**src/rtl/udl_mod_counter_if.sv**
```systemverilog
// Control and status bundle of the up/down/load modulus counter.
// The master drives the controls and observes the count; the counter is the slave.
interface udl_mod_counter_if #(
  parameter int bits      = 8,
  parameter int step_bits = 4
);
  logic                 enable;
  logic                 up;
  logic                 load;
  logic [bits-1:0]      D;
  logic [step_bits-1:0] step;
  logic [bits-1:0]      limit;
  logic                 sat_mode;
  logic                 clear;
  logic [bits-1:0]      Q;
  logic                 tc;
  logic                 ovf;
  logic                 at_max;
  logic                 at_zero;

  modport master (
    output enable, up, load, D, step, limit, sat_mode, clear,
    input  Q, tc, ovf, at_max, at_zero
  );

  modport slave (
    input  enable, up, load, D, step, limit, sat_mode, clear,
    output Q, tc, ovf, at_max, at_zero
  );
endinterface

```
**src/rtl/udl_mod_counter.sv**
```systemverilog
// Up/down/load counter over [0, limit] with programmable step, wrap or
// saturate at the bounds, a one-cycle terminal-count pulse and a sticky ovf flag.
module udl_mod_counter #(
  parameter int bits      = 8,
  parameter int step_bits = 4
) (
  input  logic              clk,
  input  logic              reset,
  udl_mod_counter_if.slave  bus
);
  localparam int W1 = bits + 1;

  logic [bits-1:0] q_q, q_d;
  logic            tc_q, tc_d;
  logic            ovf_q, ovf_d;

  logic [W1-1:0]   step_ext;
  logic [W1-1:0]   q_ext;
  logic [W1-1:0]   lim_ext;
  logic [W1-1:0]   sum_ext;
  logic            boundary;

  // Extra bit keeps the carry of q + step so it can be compared against limit.
  assign step_ext = {{(W1-step_bits){1'b0}}, bus.step};
  assign q_ext    = {1'b0, q_q};
  assign lim_ext  = {1'b0, bus.limit};
  assign sum_ext  = q_ext + step_ext;

  always_comb begin
    q_d      = q_q;
    tc_d     = 1'b0;
    ovf_d    = ovf_q;
    boundary = 1'b0;
    if (bus.clear) begin
      q_d   = '0;
      ovf_d = 1'b0;
    end else if (bus.load) begin
      q_d = (bus.D > bus.limit) ? bus.limit : bus.D;
    end else if (bus.enable && (bus.step != '0)) begin
      if (bus.up) begin
        // An out-of-range q always overshoots limit, so it lands here as an event.
        if (sum_ext <= lim_ext) q_d = sum_ext[bits-1:0];
        else                    boundary = 1'b1;
      end else begin
        if (q_q > bus.limit)          q_d = bus.limit;
        else if (step_ext <= q_ext)   q_d = q_q - step_ext[bits-1:0];
        else                          boundary = 1'b1;
      end
      if (boundary) begin
        tc_d  = 1'b1;
        ovf_d = 1'b1;
        if (bus.up) q_d = bus.sat_mode ? bus.limit : '0;
        else        q_d = bus.sat_mode ? '0 : bus.limit;
      end
    end
  end

  always_ff @(posedge clk) begin
    if (reset) begin
      q_q   <= '0;
      tc_q  <= 1'b0;
      ovf_q <= 1'b0;
    end else begin
      q_q   <= q_d;
      tc_q  <= tc_d;
      ovf_q <= ovf_d;
    end
  end

  assign bus.Q       = q_q;
  assign bus.tc      = tc_q;
  assign bus.ovf     = ovf_q;
  assign bus.at_max  = (q_q == bus.limit);
  assign bus.at_zero = (q_q == '0);
endmodule

```
**src/flat_wrapper.sv**
```systemverilog
// flat-port wrapper written by rule: the top's interface ports become plain ports
module udl_mod_counter_flat 
#(
  parameter int bits      = 8,
  parameter int step_bits = 4
)
  (clk, reset, bus_enable, bus_up, bus_load, bus_D, bus_step, bus_limit, bus_sat_mode, bus_clear, bus_Q, bus_tc, bus_ovf, bus_at_max, bus_at_zero);
  udl_mod_counter_if #(.bits(bits), .step_bits(step_bits)) bus_i ();
  input  logic clk;
  input  logic reset;
  input wire logic [$bits(bus_i.enable)-1:0] bus_enable;
  input wire logic [$bits(bus_i.up)-1:0] bus_up;
  input wire logic [$bits(bus_i.load)-1:0] bus_load;
  input wire logic [$bits(bus_i.D)-1:0] bus_D;
  input wire logic [$bits(bus_i.step)-1:0] bus_step;
  input wire logic [$bits(bus_i.limit)-1:0] bus_limit;
  input wire logic [$bits(bus_i.sat_mode)-1:0] bus_sat_mode;
  input wire logic [$bits(bus_i.clear)-1:0] bus_clear;
  output wire logic [$bits(bus_i.Q)-1:0] bus_Q;
  output wire logic [$bits(bus_i.tc)-1:0] bus_tc;
  output wire logic [$bits(bus_i.ovf)-1:0] bus_ovf;
  output wire logic [$bits(bus_i.at_max)-1:0] bus_at_max;
  output wire logic [$bits(bus_i.at_zero)-1:0] bus_at_zero;
  assign bus_i.enable = bus_enable;
  assign bus_i.up = bus_up;
  assign bus_i.load = bus_load;
  assign bus_i.D = bus_D;
  assign bus_i.step = bus_step;
  assign bus_i.limit = bus_limit;
  assign bus_i.sat_mode = bus_sat_mode;
  assign bus_i.clear = bus_clear;
  assign bus_Q = bus_i.Q;
  assign bus_tc = bus_i.tc;
  assign bus_ovf = bus_i.ovf;
  assign bus_at_max = bus_i.at_max;
  assign bus_at_zero = bus_i.at_zero;
  udl_mod_counter #(.bits(bits), .step_bits(step_bits)) u_core (.clk(clk), .reset(reset), .bus(bus_i));
endmodule
```
**config.mk**
```make
export PLATFORM = sky130hd
export DESIGN_NAME = udl_mod_counter_flat
export DESIGN_NICKNAME = d
export VERILOG_FILES = /design/src/rtl/udl_mod_counter_if.sv /design/src/rtl/udl_mod_counter.sv /design/src/flat_wrapper.sv
export SDC_FILE = /design/constraint.sdc
export NUM_CORES = 1
export LEC_CHECK = 0
export CELL_PAD_IN_SITES_DETAIL_PLACEMENT = 0
export CELL_PAD_IN_SITES_GLOBAL_PLACEMENT = 1
export CORE_MARGIN = 2
export CORE_UTILIZATION = 35
export DETAILED_ROUTE_END_ITERATION = 8
export DONT_BUFFER_PORTS = 1
export PLACE_DENSITY = 0.71
export SLEW_MARGIN = 30
export SYNTH_ARGS = -nofsm -noshare
export SYNTH_HDL_FRONTEND = slang
export SYNTH_SLANG_ARGS = --single-unit
```
**constraint.sdc**
```tcl
create_clock -name clk -period 9.35 [get_ports clk]
set_clock_uncertainty 0.1 [all_clocks]
set_input_delay 0 -clock clk [delete_from_list [all_inputs] [get_ports clk]]
set_output_delay 0 -clock clk [all_outputs]
set_load 0.01 [all_outputs]
```
Yosys cells after proc, flatten, opt, wreduce, memory -nomap -nowiden
Index checks and enable logic that the tools add are counted.
{"block": "totals", "reg_bits": 10, "input_bits": 27, "elab_cells": 41}
{"block": "op_classes", "add_sub_neg": 2, "magnitude_cmp": 4, "eq_ne": 2, "mux": 19, "n_bitwise": 2, "reduce_logical": 9}
{"op": "8-bit two-way mux", "n": 11}
{"op": "8-bit greater-than comparator", "n": 2}
{"op": "8-bit by 4-bit adder with 9-bit output", "n": 1}
{"op": "9-bit by 8-bit less-or-equal comparator with 1-bit output", "n": 1}
{"op": "8-bit equality test", "n": 1}
{"op": "4-bit by 8-bit less-or-equal comparator with 1-bit output", "n": 1}
{"op": "8-bit logical NOT", "n": 1}
{"op": "1-bit two-way mux", "n": 8}
{"op": "8-bit by 4-bit subtractor with 8-bit output", "n": 1}
{"op": "3-bit AND reduction", "n": 2}
{"op": "5-bit nonzero test", "n": 1}
{"op": "4-bit by 1-bit != test with 1-bit output, second input constant", "n": 1}
{"op": "4-bit nonzero test", "n": 1}
{"op": "4-bit OR reduction", "n": 1}
{"op": "1-bit inverter", "n": 2}
{"op": "2-bit nonzero test", "n": 1}
{"op": "2-bit OR reduction", "n": 1}
{"op": "1-bit logical AND", "n": 1}

Depth between registers and ports, before layout
Gate-level depths: netlist of run 1.
{"block": "logic_depth", "depth_word": 10, "depth_mapped": 17, "mapped_depth_nobuf": 15}

Worst setup path before layout of run 1
Ideal clock, no wire load.
{"block": "synth_path", "path_kind": "register to register", "start": "register u_core.q_q[1] (netlist: u_core.bus.Q[1])", "end": "register u_core.q_q[0] (netlist: u_core.bus.Q[0])", "setup_time_ns": 0.120, "arrival_ns": 3.354, "required_time_ns": 9.130, "setup_slack_ns": 5.776, "path_stages_with_launch": 16, "path_buffers": 1, "path_cell_list": "dfxtp_1 > inv_1 > fa_1 > o21bai_2 > a21oi_1 > nor2_1 > xor2_1 > ha_1 > a21oi_1 > nor2b_1 > a2111oi_2 > o32ai_1 > a22o_1 > buf_4 > and3_1 > o31a_1"}
{"block": "synth_via", "elab_chain_cells": 10, "word_cells_on_any_way": 19, "cone_classes": "add/sub (1); order compare (3); eq/ne (1); mux (12); reduce/logical (2)"}
{"item": "from (decl)", "line": "udl_mod_counter.sv:13", "rtl": "logic [bits-1:0] q_q, q_d;"}
{"item": "from (signal assigned)", "line": "udl_mod_counter.sv:64", "rtl": "q_q <= q_d;"}
{"item": "8-bit by 4-bit adder with 9-bit output / 4-bit by 8-bit less-or-equal comparator with 1-bit output (equally long branches)", "line": "udl_mod_counter.sv:27, udl_mod_counter.sv:46"}
{"item": "9-bit by 8-bit less-or-equal comparator with 1-bit output / 1-bit two-way mux (equally long branches)", "line": "udl_mod_counter.sv:42, udl_mod_counter.sv:46"}
{"item": "1-bit two-way mux, on equally long branches", "line": "udl_mod_counter.sv:42, udl_mod_counter.sv:45"}
{"item": "1-bit two-way mux", "line": "udl_mod_counter.sv:40", "rtl": "if (bus.up) begin"}
{"item": "1-bit two-way mux", "line": "udl_mod_counter.sv:39", "rtl": "end else if (bus.enable && (bus.step != '0)) begin"}
{"item": "1-bit two-way mux", "line": "udl_mod_counter.sv:37", "rtl": "end else if (bus.load) begin"}
{"item": "1-bit two-way mux", "line": "udl_mod_counter.sv:34", "rtl": "if (bus.clear) begin"}
{"item": "8-bit two-way mux", "line": "udl_mod_counter.sv:49", "rtl": "if (boundary) begin"}
{"item": "8-bit two-way mux", "line": "udl_mod_counter.sv:39"}
{"item": "8-bit two-way mux", "line": "udl_mod_counter.sv:37"}
Several ways; a longest one is shown, not always the timed one. The select of a mux whose other input is x is not followed.
A chain may end at the register's enable or synchronous reset.

Final worst setup path of run 1
{"block": "layout_path", "start": "register u_core.q_q[1] (netlist: u_core.bus.Q[1])", "end": "register u_core.q_q[7] (netlist: u_core.bus.Q[7])"}
Same word-level chain as after synthesis.

==> results of run 1 <==
cells by family (layout without fill, tap and decap cells):
group,after synthesis,in the layout
adders and majority gates,34,34
xor gates and xnor gates,9,9
DFF,10,10
and+or+nand+nor,79,79
muxes,7,7
AOI/OAI and AO/OA,75,75
buffers and inverters,28,37
cell usage in the layout, fill, tap and decap left out, drive strengths merged, types with 4 or more instances in the layout:
cell         count
ha              32
a21oi           23
inv             19
o21ai           18
nand2           15
nor2            15
dlygate4sd3     14
nor2b           10
dfxtp           10
nand3            8
nand4            7
xnor2            6
mux2i            5
nor3             4
clkbuf           4
sequential cells by signal, summed over array words and instances, names as in the netlist:
signal / cells
u_core.bus.tc: 1
u_core.bus.Q: 8
u_core.bus.ovf: 1
layout make-up:
cell class                      instances  area (um2)  area share
Timing Repair Buffer                   14         140      0.0670
Clock buffer                            4        55.1      0.0263
Inverter                               19        71.3      0.0341
Multi-Input combinational cell        204        1540       0.735
Tap cell                               70        87.6      0.0419
Sequential cell                        10         200      0.0958
power groups by stage:
stage	combinational (mW)	clock, mW	sequential, mW
6_report	0.101	0.0575	0.0527
5_1_grt	0.114	0.0600	0.0534
4_1_cts	0.100	0.0567	0.0528
3_5_place_dp	0.0934	0	0.0537
3_3_place_gp	0.0945	0	0.0535
2_1_floorplan	0.0794	0	0.0501
how the worst min path moves through the flow:
stage / to / cells past startpoint / slack [ns]
4_1_cts: u_core.bus.Q[3] / 3 / 0.003
3_3_place_gp: u_core.bus.Q[5] / 1 / -0.02
5_1_grt: u_core.bus.Q[3] / 3 / 0.004
3_5_place_dp: u_core.bus.Q[5] / 1 / -0.02
6_report: u_core.bus.Q[0] / 3 / 0.002
2_1_floorplan: u_core.bus.Q[5] / 1 / -0.03
through the flow:
stage / cells / area, um2 / utilization
floorplan: 242 / 1860 / -
global placement: 303 / 1900 / 0.371
detailed placement: 303 / 1900 / 0.371
CTS: 321 / 2090 / 0.409
global route: 321 / 2090 / 0.409
finish: 321 / 2090 / 0.409
routing by layer:
layer	up-vias	track usage
li1	918	-
met1	838	0.265
met2	73	0.322
met3	9	0.0306
met4	0	0.0891
met5	-	0
Yosys cell counts, types with 2 or more instances:
| master | n | share of area |
|---|---|---|
| and3_1 | 3 | 0.010 |
| nor2b_1 | 10 | 0.034 |
| o2111ai_1 | 3 | 0.014 |
| nor4_1 | 2 | 0.0067 |
| o211ai_1 | 3 | 0.012 |
| nand2_1 | 15 | 0.030 |
| and2_1 | 2 | 0.0067 |
| o21ai_0 | 14 | 0.038 |
| ha_1 | 32 | 0.22 |
| a21oi_1 | 23 | 0.062 |
| a311oi_1 | 2 | 0.0094 |
| xor2_1 | 3 | 0.014 |
| fa_1 | 2 | 0.022 |
| nor2_1 | 14 | 0.028 |
| nor3b_1 | 2 | 0.0081 |
| o31a_1 | 2 | 0.0094 |
| a22oi_1 | 2 | 0.0081 |
| o21ai_1 | 4 | 0.011 |
| a21o_1 | 2 | 0.0081 |
| inv_1 | 19 | 0.038 |
| dfxtp_1 | 10 | 0.11 |
| clkbuf_1 | 4 | 0.0081 |
| nor3_1 | 4 | 0.011 |
| buf_2 | 3 | 0.0081 |
| a211oi_2 | 2 | 0.013 |
| xnor2_1 | 6 | 0.028 |
| or3_1 | 2 | 0.0067 |
| o21a_1 | 2 | 0.0081 |
| nand4_1 | 7 | 0.024 |
| or2_0 | 2 | 0.0067 |
| o211a_1 | 3 | 0.016 |
| nand3_1 | 8 | 0.022 |
| mux2i_1 | 5 | 0.027 |
| mux2_2 | 2 | 0.012 |
worst max-delay path: stages, from the launching register on:
cell           delay [ns]
dfxtp_1              0.52
inv_1                0.16
fa_1                 0.49
o21bai_2             0.15
a21oi_1              0.14
nor2_1               0.15
xor2_1               0.19
ha_1                 0.27
nand3_1              0.11
nor2_1               0.08
and4_1               0.19
o32ai_1              0.30
a22o_1               0.44
nand4_1              0.13
a311oi_1             0.29
dlygate4sd3_1        0.59
==> reports/metrics.cfg, run 1 <==
[synthesis]
ys_ff_latch = 10
synthMuxAreaShare = 0.0391
synth_xor_area_frac = 0.0425
syn_avg_cell_area_um2 = 7.67
syn-num-nets = 303
yosys.area_share.simple = 0.228
synth_compound_area_frac = 0.281
synth_edf_count = 0
synth_cell_types = 57
syn-cell-area_um2 = 1860
ys_seq_area_frac = 0.108
synth-async-reset-ratio = 0
synth_flop_cell = dfxtp_1
synth_top_family_by_area = compound AO/OA/AOI/OAI gates
synth_fa_ha_area_frac = 0.237
synth_cells = 242
yosysWarnings = 0

[floorplan]
die_h_um = 76.8
core_um2 = 5110
die_w_um = 76.8
die-area_um2 = 5900
initial_utilization = 0.364
fp-row-count = 26
io_pins = 39

[worst_setup_path]
crit_start = u_core.bus.Q[1]
endpoint_kind = register
cp-start-kind = register
crit_fanout = 10
rr_endpoint = u_core.bus.Q[7]
crit_required_ns = 9.44
reg2reg_depth = 15
worstSetupPathType = register to register
reg2reg_slack_ns = 5.00
crit_end = u_core.bus.Q[7]
r2r-start = u_core.bus.Q[1]
arrival_ns = 4.44

[pwr]
power.total_mw = 0.211
pwr-share-seq = 0.250
power_frac_comb = 0.478
peakVddDrop_mv = 0.0453
p_per_area_nw_per_um2 = 101
internal-power_mw = 0.127
leakage_nw = 0.915
switching_share = 0.399
switching_power_mw = 0.0843
p_clk_frac = 0.272

[clocking]
post_cts_buffers = 0
cts_tree = built
root_buffer = clkbuf_8
post_cts_resize_count = 0
cts_hold_buf = 14
clk_transition_reported_paths_ns = 0.05
cts_sinks = 10
clock_path_buffers = 2
clock_latency_ns = 0.25
cts_htree_levels = 1
cts_buffers = 3

[final_layout]
antenna_cells = 0
drive_above_1_share = 0.0598
nNetsFinal = 313
fill_cells = 535
area_growth_pct = 12.6

[worst_hold_path]
min-delay-start = bus_limit[0]
min_path_type = input port to register

[timing]
fin_tns_setup_ns = 0
tightestPinTransition_ns = 0.877
finalSetupViolations = 0
rsz0062_at_grt = no
hold_ws_ns = 0.00227
fmax_mhz = 230
fin_crit_ns = 4.35
period_share = 0.465
setup_ws_ns = 5.00
hold_viol = 0
final_max_slew_viol_count = 0
slew_headroom = 0.408

[global_route]
grt_max_degree = 18
grt_pass1_vias = 1819
grtUsageTotal = 0.201
antenna_found_initial = 0
grt_pass1_wl_mm = 9.40
grt_overflow_total = 0

[drt]
drc = 0
wl_mm = 5.74
route.met2.wl_mm = 2.51
viasPerCell = 5.73
top_layer = met4
post_drt_wl_per_cell_um = 17.9
dr_wl_met3_um = 412
wl_met1_mm = 2.66
ant_nets = 0
first_iter_violations = 110
vias = 1838
first_pass_iters = 4

[placed_design]
place_congestion = 0.848
portBuffers = 0
hpwlAfterDp_mm = 4.54
post-place-ws_ns = 5.47

[outcome]
status = complete, no violations

[flow_run]
cap_violations = 0

Power figures use the tool's default switching activity.
==> inputs of run 2 (changes only) <==
- ABC_AREA: not set -> 1
- PLACE_DENSITY: 0.71 -> 0.74
- clock period: 9.35 -> 4.4 ns (I/O delays scaled with it)
==> reports/metrics.cfg, run 2 <==
[outcome]
status = finished, violations left  ; was complete, no violations
violations = hold timing

[floorplan]
io_pins = 39  ; unchanged
initial_utilization = 0.359  ; was 0.364
die-area_um2 = 6680  ; was 5900 um2
fp-row-count = 28  ; was 26
die_w_um = 81.8  ; was 76.8 um
core_um2 = 5890  ; was 5110 um2
die_h_um = 81.8  ; was 76.8 um

[final_layout]
nNetsFinal = 434  ; was 313
finalNonFillerCells = 447  ; was 321
final_cell_mix = 104 x nand2_1, 51 x inv_1, 42 x nand3_1, 31 x ha_1, 23 x dlygate4sd3_1  ; was 32 x ha_1, 23 x a21oi_1, 19 x inv_1, 15 x nand2_1
drive_above_1_share = 0.0995  ; was 0.0598
antenna_cells = 0  ; unchanged
final_common_cell = nand2_1  ; was ha_1
area_growth_pct = 16.2  ; was 12.6%
largest_register_ffs = 8  ; unchanged

[synthesis]
syn-cell-area_um2 = 2120  ; was 1860 um2
synth_edf_count = 0  ; unchanged
synth.area.top_cells = ha_1 19%, nand2_1 18%, nand3_1 9.9%  ; was ha_1 22%, dfxtp_1 11%, a21oi_1 6.2%
ys_seq_area_frac = 0.0946  ; was 0.108
yosys.area.top_type = ha_1  ; unchanged
synth_flop_cell = dfxtp_1  ; unchanged
ys_ff_latch = 10  ; unchanged
synth-async-reset-ratio = 0  ; unchanged
synth_top_area_share = 0.189  ; was 0.216
synth_fa_ha_area_frac = 0.208  ; was 0.237
yosysMostFrequentCell = nand2_1  ; was ha_1
synth_top_family_by_area = simple AND/OR/NAND/NOR gates  ; was compound AO/OA/AOI/OAI gates
yosysWarnings = 0  ; unchanged
synth_xor_area_frac = 0.0207  ; was 0.0425
syn-num-nets = 413  ; was 303
synth_cell_types = 33  ; was 57
syn_avg_cell_area_um2 = 6.01  ; was 7.67 um2
synthMuxAreaShare = 0  ; was 0.0391
synth_compound_area_frac = 0.115  ; was 0.281
synth_cells = 352  ; was 242
synth_common_cells = 104 x nand2_1, 51 x inv_1, 42 x nand3_1  ; was 32 x ha_1, 23 x a21oi_1, 19 x inv_1
yosys.area_share.simple = 0.428  ; was 0.228

[worst_setup_path]
reg2reg_slack_ns = 0.29  ; was 5.00 ns
crit_end = u_core.bus.Q[5]  ; was u_core.bus.Q[7]
crit_required_ns = 4.48  ; was 9.44 ns
crit_start = u_core.bus.Q[2]  ; was u_core.bus.Q[1]
rr_endpoint = u_core.bus.Q[5]  ; was u_core.bus.Q[7]
arrival_ns = 4.19  ; was 4.44 ns
endpoint_kind = register  ; unchanged
r2r-start = u_core.bus.Q[2]  ; was u_core.bus.Q[1]
crit_fanout = 11  ; was 10
cp_slowest_cell = dlygate4sd3_1  ; unchanged
worstSetupPathType = register to register  ; unchanged
slowest_delay_ns = 0.55  ; was 0.59 ns
cp-start-kind = register  ; unchanged
cp_cell_sequence = ha_1 > clkinv_4 > nand2_1 > nand2_1 > nand2_1 > nand3_1 > xor2_1 > inv_1 > ha_1 > and3_1 > nand2_1 > nand2_1 > nand2_1 > nand2_2 > nand2_4 > nand3_2 > nand2_1 > dlygate4sd3_1 > nand2_1 > a21oi_1 > dlygate4sd3_1  ; was inv_1 > fa_1 > o21bai_2 > a21oi_1 > nor2_1 > xor2_1 > ha_1 > nand3_1 > nor2_1 > and4_1 > o32ai_1 > a22o_1 > nand4_1 > a311oi_1 > dlygate4sd3_1
cpMostUsedCell = nand2_1  ; was nor2_1
reg2reg_depth = 21  ; was 15

[worst_hold_path]
min_path_type = input port to register  ; unchanged

[global_route]
grt_pass1_vias = 2285  ; was 1,819
grt_overflow_total = 0  ; unchanged
antenna_found_initial = 0  ; unchanged
grtUsageTotal = 0.208  ; was 0.201
grt_max_degree = 15  ; was 18
grt_pass1_wl_mm = 10.8  ; was 9.40 mm

[drt]
top_layer = met4  ; unchanged
first_pass_iters = 4  ; unchanged
vias = 2266  ; was 1,838
route.met2.wl_mm = 3.13  ; was 2.51 mm
wl_met1_mm = 2.97  ; was 2.66 mm
post_drt_wl_per_cell_um = 14.4  ; was 17.9 um
dr_wl_met3_um = 234  ; was 412 um
ant_nets = 0  ; unchanged
wl_mm = 6.42  ; was 5.74 mm
first_iter_violations = 112  ; was 110
viasPerCell = 5.07  ; was 5.73
drc = 0  ; unchanged

[clocking]
cts_sinks = 10  ; unchanged
clock_latency_ns = 0.24  ; was 0.25 ns
cts_buffers = 3  ; unchanged
root_buffer = clkbuf_8  ; unchanged
clock_path_buffers = 2  ; unchanged
cts_htree_levels = 1  ; unchanged
clk_transition_reported_paths_ns = 0.05  ; about the same
cts_tree = built  ; unchanged

[placed_design]
portBuffers = 0  ; unchanged
post-place-ws_ns = 1.04  ; was 5.47 ns
place_congestion = 0.900  ; was 0.848
place_inst = 420  ; was 303
hpwlAfterDp_mm = 5.16  ; was 4.54 mm

[pwr]
power_frac_comb = 0.544  ; was 0.478
p_clk_frac = 0.237  ; was 0.272
switching_power_mw = 0.216  ; was 0.0843 mW
internal-power_mw = 0.278  ; was 0.127 mW
leakage_nw = 1.36  ; was 0.915 nW
power.total_mw = 0.494  ; was 0.211 mW
peakVddDrop_mv = 0.123  ; was 0.0453 mV
p_per_area_nw_per_um2 = 201  ; was 101 nW/um2
pwr-share-seq = 0.219  ; was 0.250
switching_share = 0.437  ; was 0.399

[timing]
rsz0062_at_grt = no  ; unchanged
hold_ws_ns = -0.000220  ; was 0.00227 ns
hold_viol = 1  ; was 0
fmax_mhz = 244  ; was 230 MHz
period_share = 0.933  ; was 0.465
fin_crit_ns = 4.11  ; was 4.35 ns
setup_ws_ns = 0.295  ; was 5.00 ns
final_max_slew_viol_count = 0  ; unchanged
fin_tns_setup_ns = 0  ; unchanged
slew_headroom = 0.379  ; was 0.408
finalSetupViolations = 0  ; unchanged
tightestPinTransition_ns = 0.920  ; was 0.877 ns

[flow_run]
cap_violations = 0  ; unchanged

run 2: changes by cell type after synthesis, moves of 5 or more:
cell,previous run,this run
a21oi_2,0,5
nor2_1,14,19
nand3_2,0,5
nand2_1,15,104
nand2_2,0,7
mux2i_1,5,0
xnor2_1,6,1
inv_1,19,51
nand3_1,8,42
nor2b_1,10,0
run 2: cells by family (layout without fill, tap and decap cells):
kind of cell               count (synthesis)  after routing
adders and majority gates                 34             34
xor gates and xnor gates                   5              5
and+or+nand+nor                          197            197
buffers and inverters                     64             84
DFF                                       10             10
AOI/OAI and AO/OA                         42             42
run 2: cell type report:
type                            instances  area [um2]
Inverter                               56         218
Fill cell                             663        3430
Multi-Input combinational cell        278        1650
Sequential cell                        10         204
Clock buffer                            4        55.1
Tap cell                               75        93.8
Timing Repair Buffer                   24         238
run 2: per-layer routing:
| metal | vias up | global-route usage |
|---|---|---|
| li1 | 1189 | - |
| met1 | 1030 | 0.273 |
| met2 | 39 | 0.367 |
| met3 | 8 | 0.0198 |
| met4 | 0 | 0.0483 |
| met5 | - | 0 |
run 2: worst max-delay path: cells and delay by family (launching register included):
family,cells,cell delay [ns]
XOR/XNOR,1,0.22
buffers and inverters,4,1.29
flip-flops,1,0.40
AND/OR/NAND/NOR,13,1.13
AO/OA/AOI/OAI,1,0.12
adder cells (fa/ha/maj),2,0.78
run 2: repair_timing:
| item | CTS | global route |
|---|---|---|
| setup buffers | 0 | 0 |
| endpoints found under the hold margin | 10 | 0 |
| resized for setup | 0 | 7 |
| hold buffers | 23 | 0 |
| endpoints found under the setup margin | 0 | 1 |
run 2: power by group through the flow:
stage	combinational, mW	sequential, mW	clock (mW)
finish	0.269	0.108	0.117
global route	0.308	0.109	0.124
CTS	0.266	0.108	0.118
detailed placement	0.242	0.110	0
global placement	0.242	0.110	0
floorplan	0.201	0.106	0
run 2: through the flow:
stage	hold slack, ns	utilization	instance area, um2
floorplan	0.128	-	2120
global placement	0.106	0.366	2150
detailed placement	0.110	0.366	2150
CTS	0.00256	0.414	2440
global route	0.0383	0.418	2460
finish	-0.000220	0.418	2460
run 2: how the worst min path moves through the flow:
stage                     startpoint               to  slack, ns  depth (start not counted)
final                       bus_D[2]  u_core.bus.Q[2]    -0.0002                          6
after global routing        bus_D[2]  u_core.bus.Q[2]       0.04                          6
after detailed placement    bus_load    u_core.bus.tc       0.11                          3
after global placement      bus_load    u_core.bus.tc       0.11                          3
after CTS                   bus_D[6]  u_core.bus.Q[6]      0.003                          6
after floorplan            bus_clear  u_core.bus.Q[5]       0.13                          3
